`src/rtl/alu_arbiter_if.sv`:
```
// Bundle between the ALU arbiter, its two requesters and the shared 16-bit ALU.
interface alu_arbiter_if #(
   parameter int WIDTH = 16,
   parameter int OPW   = 3
);
   logic             req0, req1;
   logic [OPW-1:0]   op0, op1;
   logic [WIDTH-1:0] a0, b0, a1, b1;
   logic             gnt0, gnt1;
   logic             done0, done1;
   logic [WIDTH-1:0] result;
   logic             res_zero, res_equal;
   logic             busy;
   logic [OPW-1:0]   alu_op;
   logic [WIDTH-1:0] alu_a, alu_b;
   logic [WIDTH-1:0] alu_out;
   logic             alu_zero, alu_equal;

   modport slave (
      input  req0, req1, op0, op1, a0, b0, a1, b1, alu_out, alu_zero, alu_equal,
      output gnt0, gnt1, done0, done1, result, res_zero, res_equal, busy,
             alu_op, alu_a, alu_b
   );

   modport master (
      output req0, req1, op0, op1, a0, b0, a1, b1, alu_out, alu_zero, alu_equal,
      input  gnt0, gnt1, done0, done1, result, res_zero, res_equal, busy,
             alu_op, alu_a, alu_b
   );
endinterface

```
`src/rtl/alu_arbiter.sv`:
```
// Two-port arbiter/sequencer for the shared ALU with one-clock registered latency.
// Define ALU_ARB_FIXED_PRIO_EN for fixed priority (requester 0 wins ties); default is round-robin.
//
// state | meaning
// IDLE  | sample REQ0/REQ1, grant a winner and load the ALU drive registers
// EXEC  | ALU registers its result on the edge leaving this state
// CAPT  | capture ALU OUT/ZERO/EQUAL and pulse DONE to the owner
module alu_arbiter #(
   parameter int WIDTH = 16,
   parameter int OPW   = 3
) (
   input  logic         clk,
   input  logic         rst_n,
   alu_arbiter_if.slave bus
);

   typedef enum logic [1:0] {
      IDLE = 2'b00,
      EXEC = 2'b01,
      CAPT = 2'b10
   } state_t;

   state_t           state_q, state_d;
   logic             last_q, last_d;
   logic             owner_q, owner_d;
   logic             gnt0_q, gnt0_d, gnt1_q, gnt1_d;
   logic             done0_q, done0_d, done1_q, done1_d;
   logic [WIDTH-1:0] result_q, result_d;
   logic             res_zero_q, res_zero_d, res_equal_q, res_equal_d;
   logic             busy_q, busy_d;
   logic [OPW-1:0]   alu_op_q, alu_op_d;
   logic [WIDTH-1:0] alu_a_q, alu_a_d, alu_b_q, alu_b_d;
   logic             win;

   // win is only meaningful when at least one request is present
   always_comb begin
`ifdef ALU_ARB_FIXED_PRIO_EN
      win = ~bus.req0;
`else
      win = (bus.req0 & bus.req1) ? ~last_q : bus.req1;
`endif
   end

   always_comb begin
      state_d     = state_q;
      last_d      = last_q;
      owner_d     = owner_q;
      gnt0_d      = 1'b0;
      gnt1_d      = 1'b0;
      done0_d     = 1'b0;
      done1_d     = 1'b0;
      result_d    = result_q;
      res_zero_d  = res_zero_q;
      res_equal_d = res_equal_q;
      alu_op_d    = alu_op_q;
      alu_a_d     = alu_a_q;
      alu_b_d     = alu_b_q;
      case (state_q)
         IDLE: begin
            if (bus.req0 | bus.req1) begin
               owner_d  = win;
               last_d   = win;
               gnt0_d   = ~win;
               gnt1_d   = win;
               alu_op_d = win ? bus.op1 : bus.op0;
               alu_a_d  = win ? bus.a1  : bus.a0;
               alu_b_d  = win ? bus.b1  : bus.b0;
               state_d  = EXEC;
            end
         end
         EXEC: state_d = CAPT;
         CAPT: begin
            result_d    = bus.alu_out;
            res_zero_d  = bus.alu_zero;
            res_equal_d = bus.alu_equal;
            done0_d     = ~owner_q;
            done1_d     = owner_q;
            state_d     = IDLE;
         end
         default: state_d = IDLE;
      endcase
      busy_d = (state_d != IDLE);
   end

   always_ff @(posedge clk or negedge rst_n) begin
      if (!rst_n) begin
         state_q     <= IDLE;
         last_q      <= 1'b1;
         owner_q     <= 1'b0;
         gnt0_q      <= 1'b0;
         gnt1_q      <= 1'b0;
         done0_q     <= 1'b0;
         done1_q     <= 1'b0;
         result_q    <= '0;
         res_zero_q  <= 1'b0;
         res_equal_q <= 1'b0;
         busy_q      <= 1'b0;
         alu_op_q    <= '0;
         alu_a_q     <= '0;
         alu_b_q     <= '0;
      end else begin
         state_q     <= state_d;
         last_q      <= last_d;
         owner_q     <= owner_d;
         gnt0_q      <= gnt0_d;
         gnt1_q      <= gnt1_d;
         done0_q     <= done0_d;
         done1_q     <= done1_d;
         result_q    <= result_d;
         res_zero_q  <= res_zero_d;
         res_equal_q <= res_equal_d;
         busy_q      <= busy_d;
         alu_op_q    <= alu_op_d;
         alu_a_q     <= alu_a_d;
         alu_b_q     <= alu_b_d;
      end
   end

   assign bus.gnt0      = gnt0_q;
   assign bus.gnt1      = gnt1_q;
   assign bus.done0     = done0_q;
   assign bus.done1     = done1_q;
   assign bus.result    = result_q;
   assign bus.res_zero  = res_zero_q;
   assign bus.res_equal = res_equal_q;
   assign bus.busy      = busy_q;
   assign bus.alu_op    = alu_op_q;
   assign bus.alu_a     = alu_a_q;
   assign bus.alu_b     = alu_b_q;

endmodule

```
`src/flat_wrapper.sv`:
```
// flat-port wrapper written by rule: the top's interface ports become plain ports
module alu_arbiter_flat 
#(
   parameter int WIDTH = 16,
   parameter int OPW   = 3
)
  (clk, rst_n, bus_req0, bus_req1, bus_op0, bus_op1, bus_a0, bus_b0, bus_a1, bus_b1, bus_alu_out, bus_alu_zero, bus_alu_equal, bus_gnt0, bus_gnt1, bus_done0, bus_done1, bus_result, bus_res_zero, bus_res_equal, bus_busy, bus_alu_op, bus_alu_a, bus_alu_b);
  alu_arbiter_if #(.WIDTH(WIDTH), .OPW(OPW)) bus_i ();
  input  logic clk;
  input  logic rst_n;
  input wire logic [$bits(bus_i.req0)-1:0] bus_req0;
  input wire logic [$bits(bus_i.req1)-1:0] bus_req1;
  input wire logic [$bits(bus_i.op0)-1:0] bus_op0;
  input wire logic [$bits(bus_i.op1)-1:0] bus_op1;
  input wire logic [$bits(bus_i.a0)-1:0] bus_a0;
  input wire logic [$bits(bus_i.b0)-1:0] bus_b0;
  input wire logic [$bits(bus_i.a1)-1:0] bus_a1;
  input wire logic [$bits(bus_i.b1)-1:0] bus_b1;
  input wire logic [$bits(bus_i.alu_out)-1:0] bus_alu_out;
  input wire logic [$bits(bus_i.alu_zero)-1:0] bus_alu_zero;
  input wire logic [$bits(bus_i.alu_equal)-1:0] bus_alu_equal;
  output wire logic [$bits(bus_i.gnt0)-1:0] bus_gnt0;
  output wire logic [$bits(bus_i.gnt1)-1:0] bus_gnt1;
  output wire logic [$bits(bus_i.done0)-1:0] bus_done0;
  output wire logic [$bits(bus_i.done1)-1:0] bus_done1;
  output wire logic [$bits(bus_i.result)-1:0] bus_result;
  output wire logic [$bits(bus_i.res_zero)-1:0] bus_res_zero;
  output wire logic [$bits(bus_i.res_equal)-1:0] bus_res_equal;
  output wire logic [$bits(bus_i.busy)-1:0] bus_busy;
  output wire logic [$bits(bus_i.alu_op)-1:0] bus_alu_op;
  output wire logic [$bits(bus_i.alu_a)-1:0] bus_alu_a;
  output wire logic [$bits(bus_i.alu_b)-1:0] bus_alu_b;
  assign bus_i.req0 = bus_req0;
  assign bus_i.req1 = bus_req1;
  assign bus_i.op0 = bus_op0;
  assign bus_i.op1 = bus_op1;
  assign bus_i.a0 = bus_a0;
  assign bus_i.b0 = bus_b0;
  assign bus_i.a1 = bus_a1;
  assign bus_i.b1 = bus_b1;
  assign bus_i.alu_out = bus_alu_out;
  assign bus_i.alu_zero = bus_alu_zero;
  assign bus_i.alu_equal = bus_alu_equal;
  assign bus_gnt0 = bus_i.gnt0;
  assign bus_gnt1 = bus_i.gnt1;
  assign bus_done0 = bus_i.done0;
  assign bus_done1 = bus_i.done1;
  assign bus_result = bus_i.result;
  assign bus_res_zero = bus_i.res_zero;
  assign bus_res_equal = bus_i.res_equal;
  assign bus_busy = bus_i.busy;
  assign bus_alu_op = bus_i.alu_op;
  assign bus_alu_a = bus_i.alu_a;
  assign bus_alu_b = bus_i.alu_b;
  alu_arbiter #(.WIDTH(WIDTH), .OPW(OPW)) u_core (.clk(clk), .rst_n(rst_n), .bus(bus_i));
endmodule
```
`config.mk`:
```
export PLATFORM = sky130hd
export DESIGN_NAME = alu_arbiter_flat
export DESIGN_NICKNAME = d
export VERILOG_FILES = /design/src/rtl/alu_arbiter_if.sv /design/src/rtl/alu_arbiter.sv /design/src/flat_wrapper.sv
export SDC_FILE = /design/constraint.sdc
export NUM_CORES = 1
export LEC_CHECK = 0
export ABC_CLOCK_PERIOD_IN_PS = 3300
export CAP_MARGIN = 20
export CORE_MARGIN = 2
export CORE_UTILIZATION = 40
export DETAILED_ROUTE_END_ITERATION = 10
export PLACE_DENSITY = 0.94
export SETUP_SLACK_MARGIN = 0.3
export SLEW_MARGIN = 10
export SYNTH_ARGS = -nofsm -noshare
export SYNTH_HDL_FRONTEND = slang
export SYNTH_SLANG_ARGS = --single-unit
```
`constraint.sdc`:
```
create_clock -name clk -period 3.3 [get_ports clk]
set_input_delay 0.66 -clock clk [delete_from_list [all_inputs] [get_ports clk]]
set_output_delay 0.66 -clock clk [all_outputs]
set_load 0.1 [all_outputs]
```
* Word level (Yosys, flattened, before mapping)
Index checks and enable logic that the tools add are counted.
Storage, ports and cells: bits in registers 62, latch bits 0, RAM bits 0, ROM bits 0, memories kept 0
Cells by class: add/subtract/negate cells 0, multiply operators 0, div/mod/pow operators 0, order comparisons 0, eq/ne operators 2, shifts and indexed selects 0, multiplexer cells 12, bitwise logic cells 5, reduce and logical (&&, ||, !) cells 3
Operators with widths (number):
- $mux 16 | 2
- $mux 1 | 7
- $pmux 2 s2 | 1
- $mux 3 | 1
- $not 1->1 | 3
- $eq 2x1->1 const B | 1
- $eq 2x2->1 const B | 1
- $logic_not 2->1 | 1
- $mux 2 | 1
- $reduce_and 2->1 | 1
- $reduce_bool 2->1 | 1
- $and 1x1->1 | 1
- $or 1x1->1 | 1

* Depth between registers and ports, before layout
Gate-level depths: netlist of run 1.
word-level depth 5, mapped depth 5, gate-level depth less buffers 4

* Least setup slack after synthesis of run 1
No wires, ideal clock.
path kind input -> register, from input port bus_req0, to register u_core.alu_a_q[15], in the netlist u_core.bus.alu_a[15], setup time 0.126 ns, arrival time 1.478 ns, slack 1.696 ns, cell stages on the path 5, path buffers 2, cells stage by stage nand2_1 > and3_1 > buf_6 > buf_2 > a221o_1
Between the ends: cells in the longest elaborated chain, start to end 3, elaborated cells between the ends (all ways) 5
Ends and longest elaborated chain:
- from (decl) | line flat_wrapper.sv:11 | input wire logic [$bits(bus_i.req0)-1:0] bus_req0;
- $and 1x1->1 | line alu_arbiter.sv:40 | win = (bus.req0 & bus.req1) ? ~last_q : bus.req1;
- $mux 1 | line alu_arbiter.sv:40
- $mux 16 | line alu_arbiter.sv:66 | alu_a_d = win ? bus.a1 : bus.a0;
- to (signal assigned) | line alu_arbiter.sv:114 | alu_a_q <= alu_a_d;
- to (decl) | line alu_arbiter.sv:32 | logic [WIDTH-1:0] alu_a_q, alu_a_d, alu_b_q, alu_b_d;
Parallel ways exist; a longest one is shown, timed or not. A chain may end at the register's enable or synchronous reset.

* Worst setup path after layout of run 1
from input port bus_req1, to register u_core.alu_a_q[8], in the netlist u_core.bus.alu_a[8]
Between the ends: cells in the longest elaborated chain, start to end 3, elaborated cells between the ends (all ways) 5
Ends and longest elaborated chain:
- from (decl) | line flat_wrapper.sv:12 | input wire logic [$bits(bus_i.req1)-1:0] bus_req1;
- $and 1x1->1 | line alu_arbiter.sv:40
- $mux 1 | line alu_arbiter.sv:40
- $mux 16 | line alu_arbiter.sv:66
Parallel ways exist; a longest one is shown, timed or not.

==> metrics.md, run 1 <==
| Metric | Value |
|---|---|
| Largest net degree at the start of global routing | 49 |
| CTS tree | yes |
| Total half-perimeter wirelength after legalization and detailed placement | 5.13 mm |
| Drc violations | 0 |
| Placement-stage worst setup slack | 900 ps |
| Number of synthesis warnings | 0 |
| Hold-fix buffers at CTS | 0 |
| Layout filler cell count | 504 |
| Leading area contributor after synthesis | dfrtp_1 |
| # Post-CTS Setup Buffers | 0 |
| Drt pass-1 iters | 4 |
| Ratio of cells with drive above 1 in the final layout | 30.0% |
| Reg-to-reg critical path startpoint | u_core.state_q[1] |
| Cells after synthesis | 182 |
| Via count normalized by instance count | 5.23 |
| Unrepaired setup endpoints after global routing | no |
| # diodes | 0 |
| Global-route total usage across every layer | 20.3% |
| CP Data Arrival Time | 2360 ps |
| Max FO, Critical Path | 23 |
| Max-Cap Viols | 0 |
| Starting DRT DRC Count | 93 |
| Worst Path Required | 3560 ps |
| Post-synthesis cell area | 2560 sq um |
| Deepest clock path buffer count | 2 |
| Count of distinct cell types in the synthesized netlist | 18 |
| Width of the chip | 84.1 um |
| Total via count in the routed design | 2166 |
| Synthesized net count | 274 |
| # setup viols final | 0 |
| Post-route clock period utilization | 63.6% |
| Area used by multi-input combinational logic | 895 sq um |
| Setup TNS after final layout | 0 ps |
| Final cell count without fillers | 414 |
| Buffer type at the clock tree root | clkbuf_8 |
| Total CTS buffers | 9 |
| Logic depth of the worst register-to-register path | 4 |
| Run status | complete, no violations |
| Grt ovf | 0 |
| Category of the worst setup path launch point | input port |
| Worst setup skew after layout | 7.00 ps |
| Routed length per instance | 17.1 um |
| Clk sinks | 62 |
| Clock slew seen by the registers of the worst setup and hold paths | 70 ps |
| Core footprint | 6280 sq um |
| Count of buffers inserted at the top-level ports | 149 |
| Endpoint of the lowest-slack register-to-register path | u_core.bus.alu_a[5] |
| Register bit count reported by yosys | 62 |
| Vias in the first global route | 2350 |
| Clk Latency, worst-skew pair | 330 ps |
| Routed Antenna Nets | 0 |
| Fraction of the yosys area taken by sequential cells | 60.6% |
| Placement Rows | 29 |
| Setup Crit Path Kind | input port to flip-flop |
| Die outline area | 7070 sq um |
| Cell types with the largest area share after synthesis | dfrtp_1 (60%), a221o_1 (14%), o21a_1 (11%), mux2_2 (7.9%), buf_6 (2.6%) |
| Initial Utilization | 40.8% |
| Worst min path class | input port to async pin |
| Final worst-path setup slack | 1200 ps |
| Placer congestion estimate | 0.745 |
| Transition time of the tightest slew-check pin | 778 ps |
| Count of placed standard cells including taps | 397 |
| Global-route wire length before repair | 11.2 mm |
| Post-synthesis to final-layout area growth | 62.5% |
| Post-Syn Area per Cell | 14.1 sq um |
| IO Count | 150 |
| Minimum setup slack among reg-to-reg paths | 1470 ps |
| Height of the die | 84.1 um |
| FF/Latch Area | 1550 sq um |
| Relative max-transition margin | 48.0% |
| Crit. End Element | flip-flop |
| Fraction of synthesized cell area taken by the top area cell type | 59.5% |
| Post-cts gate resize count | 0 |
| Slew Viols, Final | 0 |
| Max H-tree Level | 3 |
| Antenna violations before repair | 0 |
| Fmax | 0.476 GHz |
| Final Hold Violating Endpoints | 0 |
| Nets | 424 |
| Routed Wire Length | 7.07 mm |
| Min Tclk post-route | 2100 ps |
## cell usage after synthesis (all sizes together)
cell    instances
dfrtp          61
o21a           37
a221o          35
mux2           18
buf            12
nor2            5
clkbuf          3
and3            2
inv             2
nand2           2
a21oi           1
dfstp           1
nand2b          1
nand3           1
or2             1
## worst max path at each step
stage          startpoint              endpoint  cells after the start
2_1_floorplan    bus_req0  u_core.bus.alu_a[15]                      5
3_3_place_gp     bus_req1  u_core.bus.alu_b[11]                      5
3_5_place_dp     bus_req1   u_core.bus.alu_a[5]                      5
4_1_cts          bus_req1   u_core.bus.alu_a[5]                      5
5_1_grt          bus_req0  u_core.bus.alu_a[12]                      5
6_report         bus_req1   u_core.bus.alu_a[8]                      5
## final cells by class
class                           instances  area share [%]
Clock buffer                           10            3.30
Clock inverter                          6            2.04
Inverter                                2           0.180
Multi-Input combinational cell        103            21.5
Sequential cell                        62            37.3
Tap cell                               77            2.31
Timing Repair Buffer                  154            33.4
## placed cells by master (no fill, tap or decap)
cell | netlist | final
o21a_1 | 37 | 37
dfstp_2 | 1 | 1
or2_1 | 1 | 1
nand2_1 | 2 | 2
clkbuf_8 | 0 | 10
clkdlybuf4s50_1 | 0 | 90
dfrtp_1 | 61 | 61
a21oi_1 | 1 | 1
nor2_1 | 4 | 4
a221o_1 | 35 | 35
bufinv_16 | 0 | 2
clkinv_2 | 0 | 2
nand2b_1 | 1 | 1
buf_12 | 0 | 1
clkinvlp_4 | 0 | 2
inv_2 | 1 | 1
buf_4 | 0 | 62
nand3_1 | 1 | 1
and3_1 | 2 | 2
nor2_2 | 1 | 1
mux2_2 | 18 | 18
buf_2 | 6 | 1
inv_1 | 1 | 1
## worst max-delay path, cell delays in order
cell             delay, ps
clkdlybuf4s50_1        450
nor2_2                 580
buf_4                  400
o21a_1                 170
a221o_1                100
## layer usage
| layer | wire [um] | part of all wire [%] | GRT usage (%) |
|---|---|---|---|
| met1 | 2760 | 39 | 22.8 |
| met2 | 3700 | 52 | 35.9 |
| met3 | 511 | 7.2 | 5.54 |
| met4 | 97 | 1.4 | 8.80 |
| met5 | 0 | 0 | 0 |
## cells by family (layout without fill, tap and decap cells)
| group | after synthesis | in the layout | synth area share [%] |
|---|---|---|---|
| AO/OA/AOI/OAI | 73 | 73 | 24.7 |
| multiplexers | 18 | 18 | 7.91 |
| flip-flops | 62 | 62 | 60.6 |
| AND/OR/NAND/NOR | 12 | 12 | 2.29 |
| buffers and inverters | 17 | 172 | 4.54 |
## flip-flops by register name, summed over array words and instances (netlist names)
name / cells
u_core.state_q: 2
u_core.owner_q: 1
u_core.bus.alu_a: 16
u_core.bus.done0: 1
u_core.last_q: 1
u_core.bus.gnt1: 1
u_core.bus.res_equal: 1
u_core.bus.alu_b: 16
u_core.bus.result: 16
u_core.bus.busy: 1
u_core.bus.done1: 1
u_core.bus.alu_op: 3
u_core.bus.res_zero: 1
u_core.bus.gnt0: 1
## through the flow
stage	util, %	area [sq um]	hold WS, ps
final	66.4	4170	194
after global routing	66.4	4170	187
after CTS	66.0	4150	506
after detailed placement	62.5	3920	478
after global placement	62.5	3920	448
after floorplan	-	2560	364
Power of run 1 is left out: the tool's default activity adds up to more than one toggle a clock period on the data nets, which glitch-free logic cannot reach.
==> run 2, diff against run 1 <==
ABC_CLOCK_PERIOD_IN_PS = 1800   (was 3300)
CORE_UTILIZATION = 34   (was 40)
PLACE_DENSITY = 0.86   (was 0.94)
clock period = 1.8 ns   (was 3.3 ns; I/O delays follow)
==> run 2 against run 1 <==
  * Hold slack worse by 170 ps
  * Global-route usage shrank 1.1 points
  * Clock-buffer cell count rose by 2
  * Critical path type is now flip-flop to flip-flop
  * Critical endpoint is now u_core.bus.alu_a[14]
==> metrics.md, run 2 (synthesis results as in run 1) <==
| Metric | Value |
|---|---|
| Min Tclk post-route | 1450 ps |
| Total half-perimeter wirelength after legalization and detailed placement | 5.80 mm |
| Relative max-transition margin | 76.4% |
| Routed Wire Length | 7.86 mm |
| Nets | 432 |
| Buffer type at the clock tree root | clkbuf_8 |
| IO Count | 150 |
| Critical Path Max Stage Delay | 540 ps |
| CTS tree | yes |
| Grt ovf | 0 |
| Deepest clock path buffer count | 2 |
| Kind of cell with the highest combined delay on the critical path | flip-flops |
| Worst setup skew after layout | 6.81 ps |
| Run status | complete, no violations |
| Worst min path class | input port to async pin |
| Minimum setup slack among reg-to-reg paths | 350 ps |
| Vias in the first global route | 2433 |
| Ratio of cells with drive above 1 in the final layout | 30.9% |
| Post-synthesis to final-layout area growth | 95.3% |
| Worst hold margin | 25.7 ps |
| Routed Antenna Nets | 0 |
| Cell with the largest stage delay on the worst path | dfstp_2 |
| Initial Utilization | 35.2% |
| Global-route total usage across every layer | 19.2% |
| Count of buffers inserted at the top-level ports | 149 |
| Core footprint | 7290 sq um |
| Clock slew seen by the registers of the worst setup and hold paths | 60 ps |
| Slew Viols, Final | 0 |
| Max-Cap Viols | 0 |
| # setup viols final | 0 |
| Via count normalized by instance count | 5.14 |
| Width of the chip | 90.8 um |
| Drc violations | 0 |
| Layout filler cell count | 504 |
| Antenna violations before repair | 0 |
| Crit. Startpoint | u_core.last_q |
| Leading cell types in the layout, fill and taps excluded | clkdlybuf4s50_1 (89), buf_12 (64), dfrtp_1 (61) |
| Fmax | 0.690 GHz |
| Clk sinks | 62 |
| Starting DRT DRC Count | 62 |
| Drt pass-1 iters | 4 |
| Total CTS buffers | 9 |
| Worst Path Required | 2000 ps |
| Unrepaired setup endpoints after global routing | no |
| Cells along the critical path | nand2_1 -> and3_4 -> clkbuf_16 -> a221o_1 |
| Total via count in the routed design | 2272 |
| Global-route wire length before repair | 12.4 mm |
| Largest net degree at the start of global routing | 63 |
| Setup Crit Path Kind | flip-flop to flip-flop |
| Clk Latency, worst-skew pair | 320 ps |
| Crit. End Element | flip-flop |
| Final Hold Violating Endpoints | 0 |
| Height of the die | 90.8 um |
| Max FO, Critical Path | 18 |
| Transition time of the tightest slew-check pin | 354 ps |
| # diodes | 0 |
| Commonest non-fill, non-tap cell in the layout | clkdlybuf4s50_1 |
| Max H-tree Level | 3 |
| Placer congestion estimate | 0.729 |
| Reg-to-reg critical path startpoint | u_core.last_q |
| CP Data Arrival Time | 1650 ps |
| Endpoint of the lowest-slack register-to-register path | u_core.bus.alu_a[14] |
| Category of the worst setup path launch point | flip-flop |
| Routed length per instance | 17.8 um |
| Post-route clock period utilization | 80.5% |
| Logic depth of the worst register-to-register path | 4 |
| Critical path buffer and inverter count | 1 |
| Die outline area | 8250 sq um |
| Placement Rows | 31 |
-- run 2: cell count changes in the layout (fill, tap and decap cells not counted), moves of 2 or more --
cell        previous run  this run
buf_12                 1        64
buf_4                 62         5
bufinv_16              2         0
clkbuf_1               0         2
clkinvlp_4             2         0
-- run 2: through the flow --
step	area, sq um	setup TNS [ps]	setup WS [ps]	util (%)	instances
final	5010	0	351	68.7	442
after global routing	5010	0	300	68.7	442
after CTS	4960	0	320	68.1	440
after detailed placement	4810	-39.4	-12.8	65.9	426
after global placement	4810	0	43.0	65.9	426
after floorplan	2560	0	339	-	182
-- run 2: worst max path at each step --
stage                                 to  slack (ps)  depth (start not counted)
detailed placement   u_core.bus.alu_b[1]         -10                          6
global placement    u_core.bus.alu_a[15]          40                          6
floorplan           u_core.bus.alu_a[15]         340                          5
CTS                 u_core.bus.alu_b[15]         320                          4
global route         u_core.bus.alu_b[1]         300                          4
finish              u_core.bus.alu_a[14]         350                          4
-- run 2: timing repair --
| action | 4_1_cts | 5_1_grt |
|---|---|---|
| endpoints found under the setup margin | 0 | 35 |
| hold endpoints to repair | 0 | 0 |
| buffers inserted | 0 | 1 |
| hold buffers | 0 | 0 |
| gates resized for setup | 0 | 4 |
-- run 2: worst reg2reg max path, stage by stage, from the launching register on --
cell       delay [ps]
dfstp_2           540
nand2_1            50
and3_4            200
clkbuf_16         190
a221o_1           350
-- run 2: layout make-up --
class	count	area [sq um]	share of cell area, %
repair buffers	162	2260	45.2
flip-flops and latches	62	1550	31.0
multi-input cells	103	905	18.1
clock buffers	12	145	2.90
well taps	99	124	2.47
clock inverters	2	10.0	0.200
inverters	2	7.51	0.150
-- run 2: layer usage --
layer | wire (um) | global-route usage [%]
met5 | 0 | 0
met4 | 136 | 7.70
met3 | 721 | 6.93
met2 | 4010 | 33.8
met1 | 2990 | 20.9
Power of run 2 is left out for the same reason.
==> run 3, diff against run 2 <==
ABC_CLOCK_PERIOD_IN_PS = 1400   (was 1800)
CORE_UTILIZATION = 38   (was 34)
PLACE_DENSITY = 0.91   (was 0.86)
clock period = 1.4 ns   (was 1.8 ns; I/O delays follow)
==> run 3 against run 2 <==
  * The flow now finishes with violations (negative setup slack)
  * Clock skew is 0.80 ps higher
  * Cell count up 2.5%
  * Critical path type unchanged
  * Global-route usage is 5.2 points higher
  * Cell area is 11% higher
  * Sequential share of layout area is 1.9 points lower
  * Die area down 10%
==> metrics.md, run 3 (synthesis results as in run 1) <==
| Metric | Value |
|---|---|
| Placer congestion estimate | 0.742 |
| Grt met1 use | 27.6% |
| Max FO, Critical Path | 9 |
| Category of the worst setup path launch point | flip-flop |
| Routed length per instance | 21.7 um |
| Leading cell types in the layout, fill and taps excluded | clkdlybuf4s50_1 (90), buf_12 (65), dfrtp_2 (58) |
| Grt ovf | 0 |
| Initial Utilization | 39.9% |
| Global-route total usage across every layer | 24.4% |
| Clock slew seen by the registers of the worst setup and hold paths | 70 ps |
| CTS tree | yes |
| Endpoint of the lowest-slack register-to-register path | u_core.bus.alu_b[0] |
| Drc violations | 0 |
| Nets | 463 |
| Die outline area | 7420 sq um |
| Buffer type at the clock tree root | clkbuf_8 |
| Count of buffers inserted at the top-level ports | 149 |
| Minimum setup slack among reg-to-reg paths | -60 ps |
| Total half-perimeter wirelength after legalization and detailed placement | 5.68 mm |
| Placement Rows | 29 |
| Unrepaired setup endpoints after global routing | yes |
| Total via count in the routed design | 2455 |
| Clk sinks | 62 |
| Fmax | 0.687 GHz |
| GRT met3 Usage | 6.64% |
| Worst setup skew after layout | 7.61 ps |
| Antenna violations before repair | 0 |
| GR Util met2 | 43.0% |
| Routed Antenna Nets | 0 |
| Max-Cap Viols | 0 |
| Min Tclk post-route | 1460 ps |
| Max H-tree Level | 3 |
| Transition time of the tightest slew-check pin | 333 ps |
| Width of the chip | 86.1 um |
| IO Count | 150 |
| Commonest non-fill, non-tap cell in the layout | clkdlybuf4s50_1 |
| Vias in the first global route | 2615 |
| Final worst-path setup slack | -56.6 ps |
| Routed Wire Length | 9.82 mm |
| Crit. End Element | flip-flop |
| Run status | complete, but fails checks |
| Slew Viols, Final | 0 |
| Core footprint | 6420 sq um |
| Final Hold Violating Endpoints | 0 |
| Origin of the worst min-delay path | u_core.owner_q |
| Total CTS buffers | 9 |
| Worst Path Required | 1600 ps |
| Largest net degree at the start of global routing | 63 |
| Worst hold margin | 474 ps |
| Deepest clock path buffer count | 2 |
| Crit. Startpoint | u_core.last_q |
| Post-synthesis to final-layout area growth | 118% |
| Core Util, Final | 86.9% |
| Worst min path class | flip-flop to flip-flop |
| Reg-to-reg critical path startpoint | u_core.last_q |
| Peak-usage layer in the global routing report | met2 |
| Failing checks | negative setup slack |
| Logic depth of the worst register-to-register path | 4 |
| Post-route clock period utilization | 104% |
| Cell depth of the worst min-delay path | 1 |
| Global-route wire length before repair | 13.5 mm |
| Clk Latency, worst-skew pair | 330 ps |
| Via count normalized by instance count | 5.42 |
| CP Data Arrival Time | 1650 ps |
| Relative max-transition margin | 77.8% |
| Starting DRT DRC Count | 88 |
| Height of the die | 86.1 um |
| # diodes | 0 |
| Drt pass-1 iters | 4 |
| Setup Crit Path Kind | flip-flop to flip-flop |
| # setup viols final | 33 |
| Hold-critical path endpoint | u_core.bus.done0 |
| Ratio of cells with drive above 1 in the final layout | 54.0% |
[run 3: cell count changes in the layout (fill, tap and decap cells not counted), sizes merged]
cell and change:
dlymetal6s2s -1, clkinvlp +1, clkbuf +3, dlygate4sd3 +1, buf +28, clkdlybuf4s50 +1
[run 3: cell type report]
class                           count  area [sq um]
Timing Repair Buffer              193          2660
Sequential cell                    62          1630
Multi-Input combinational cell    103           996
Fill cell                         290           843
Clock buffer                       13           169
Tap cell                           77          96.3
Inverter                            2          20.0
Clock inverter                      3          17.5
[run 3: stage by stage]
step	TNS, ps	area [sq um]	setup WS (ps)	std cells
6_report	-1010	5580	-56.6	453
3_5_place_dp	-9400	4880	-272	406
3_3_place_gp	-8470	4880	-237	406
5_1_grt	-2000	5580	-95.4	453
4_1_cts	-11.4	5330	-7.55	437
2_1_floorplan	-306	2650	-10.6	182
[run 3: worst max path at each step]
| stage | endpoint | slack [ps] | cells after the start |
|---|---|---|---|
| after global routing | u_core.bus.alu_b[0] | -100 | 4 |
| final | u_core.bus.alu_b[0] | -60 | 4 |
| after detailed placement | u_core.bus.alu_a[4] | -270 | 5 |
| after global placement | u_core.bus.alu_a[13] | -240 | 6 |
| after floorplan | u_core.bus.alu_a[0] | -10 | 5 |
| after CTS | u_core.bus.alu_a[4] | -8 | 4 |
[run 3: worst max-delay path: stages, from the launching register on]
cell and delay [ps]:
dfstp_2 540, nand2_1 50, and3_4 220, buf_12 160, a221o_1 350
[run 3: what timing repair did]
| item | in CTS | in global routing |
|---|---|---|
| cloned | 5 | 4 |
| resized for setup | 17 | 22 |
| buffers inserted | 9 | 12 |
| hold buffers | 1 | 0 |
| pin swaps | 2 | 20 |
| endpoints found under the setup margin | 116 | 117 |
| hold endpoints to repair | 61 | 0 |
[run 3: metal layers]
metal | share of wire (%) | vias to the layer above
met3 | 7.3 | 24
met1 | 39 | 1206
met5 | 0 | -
met4 | 2.2 | 0
met2 | 52 | 135
li1 | - | 1090
Power of run 3 is left out for the same reason.
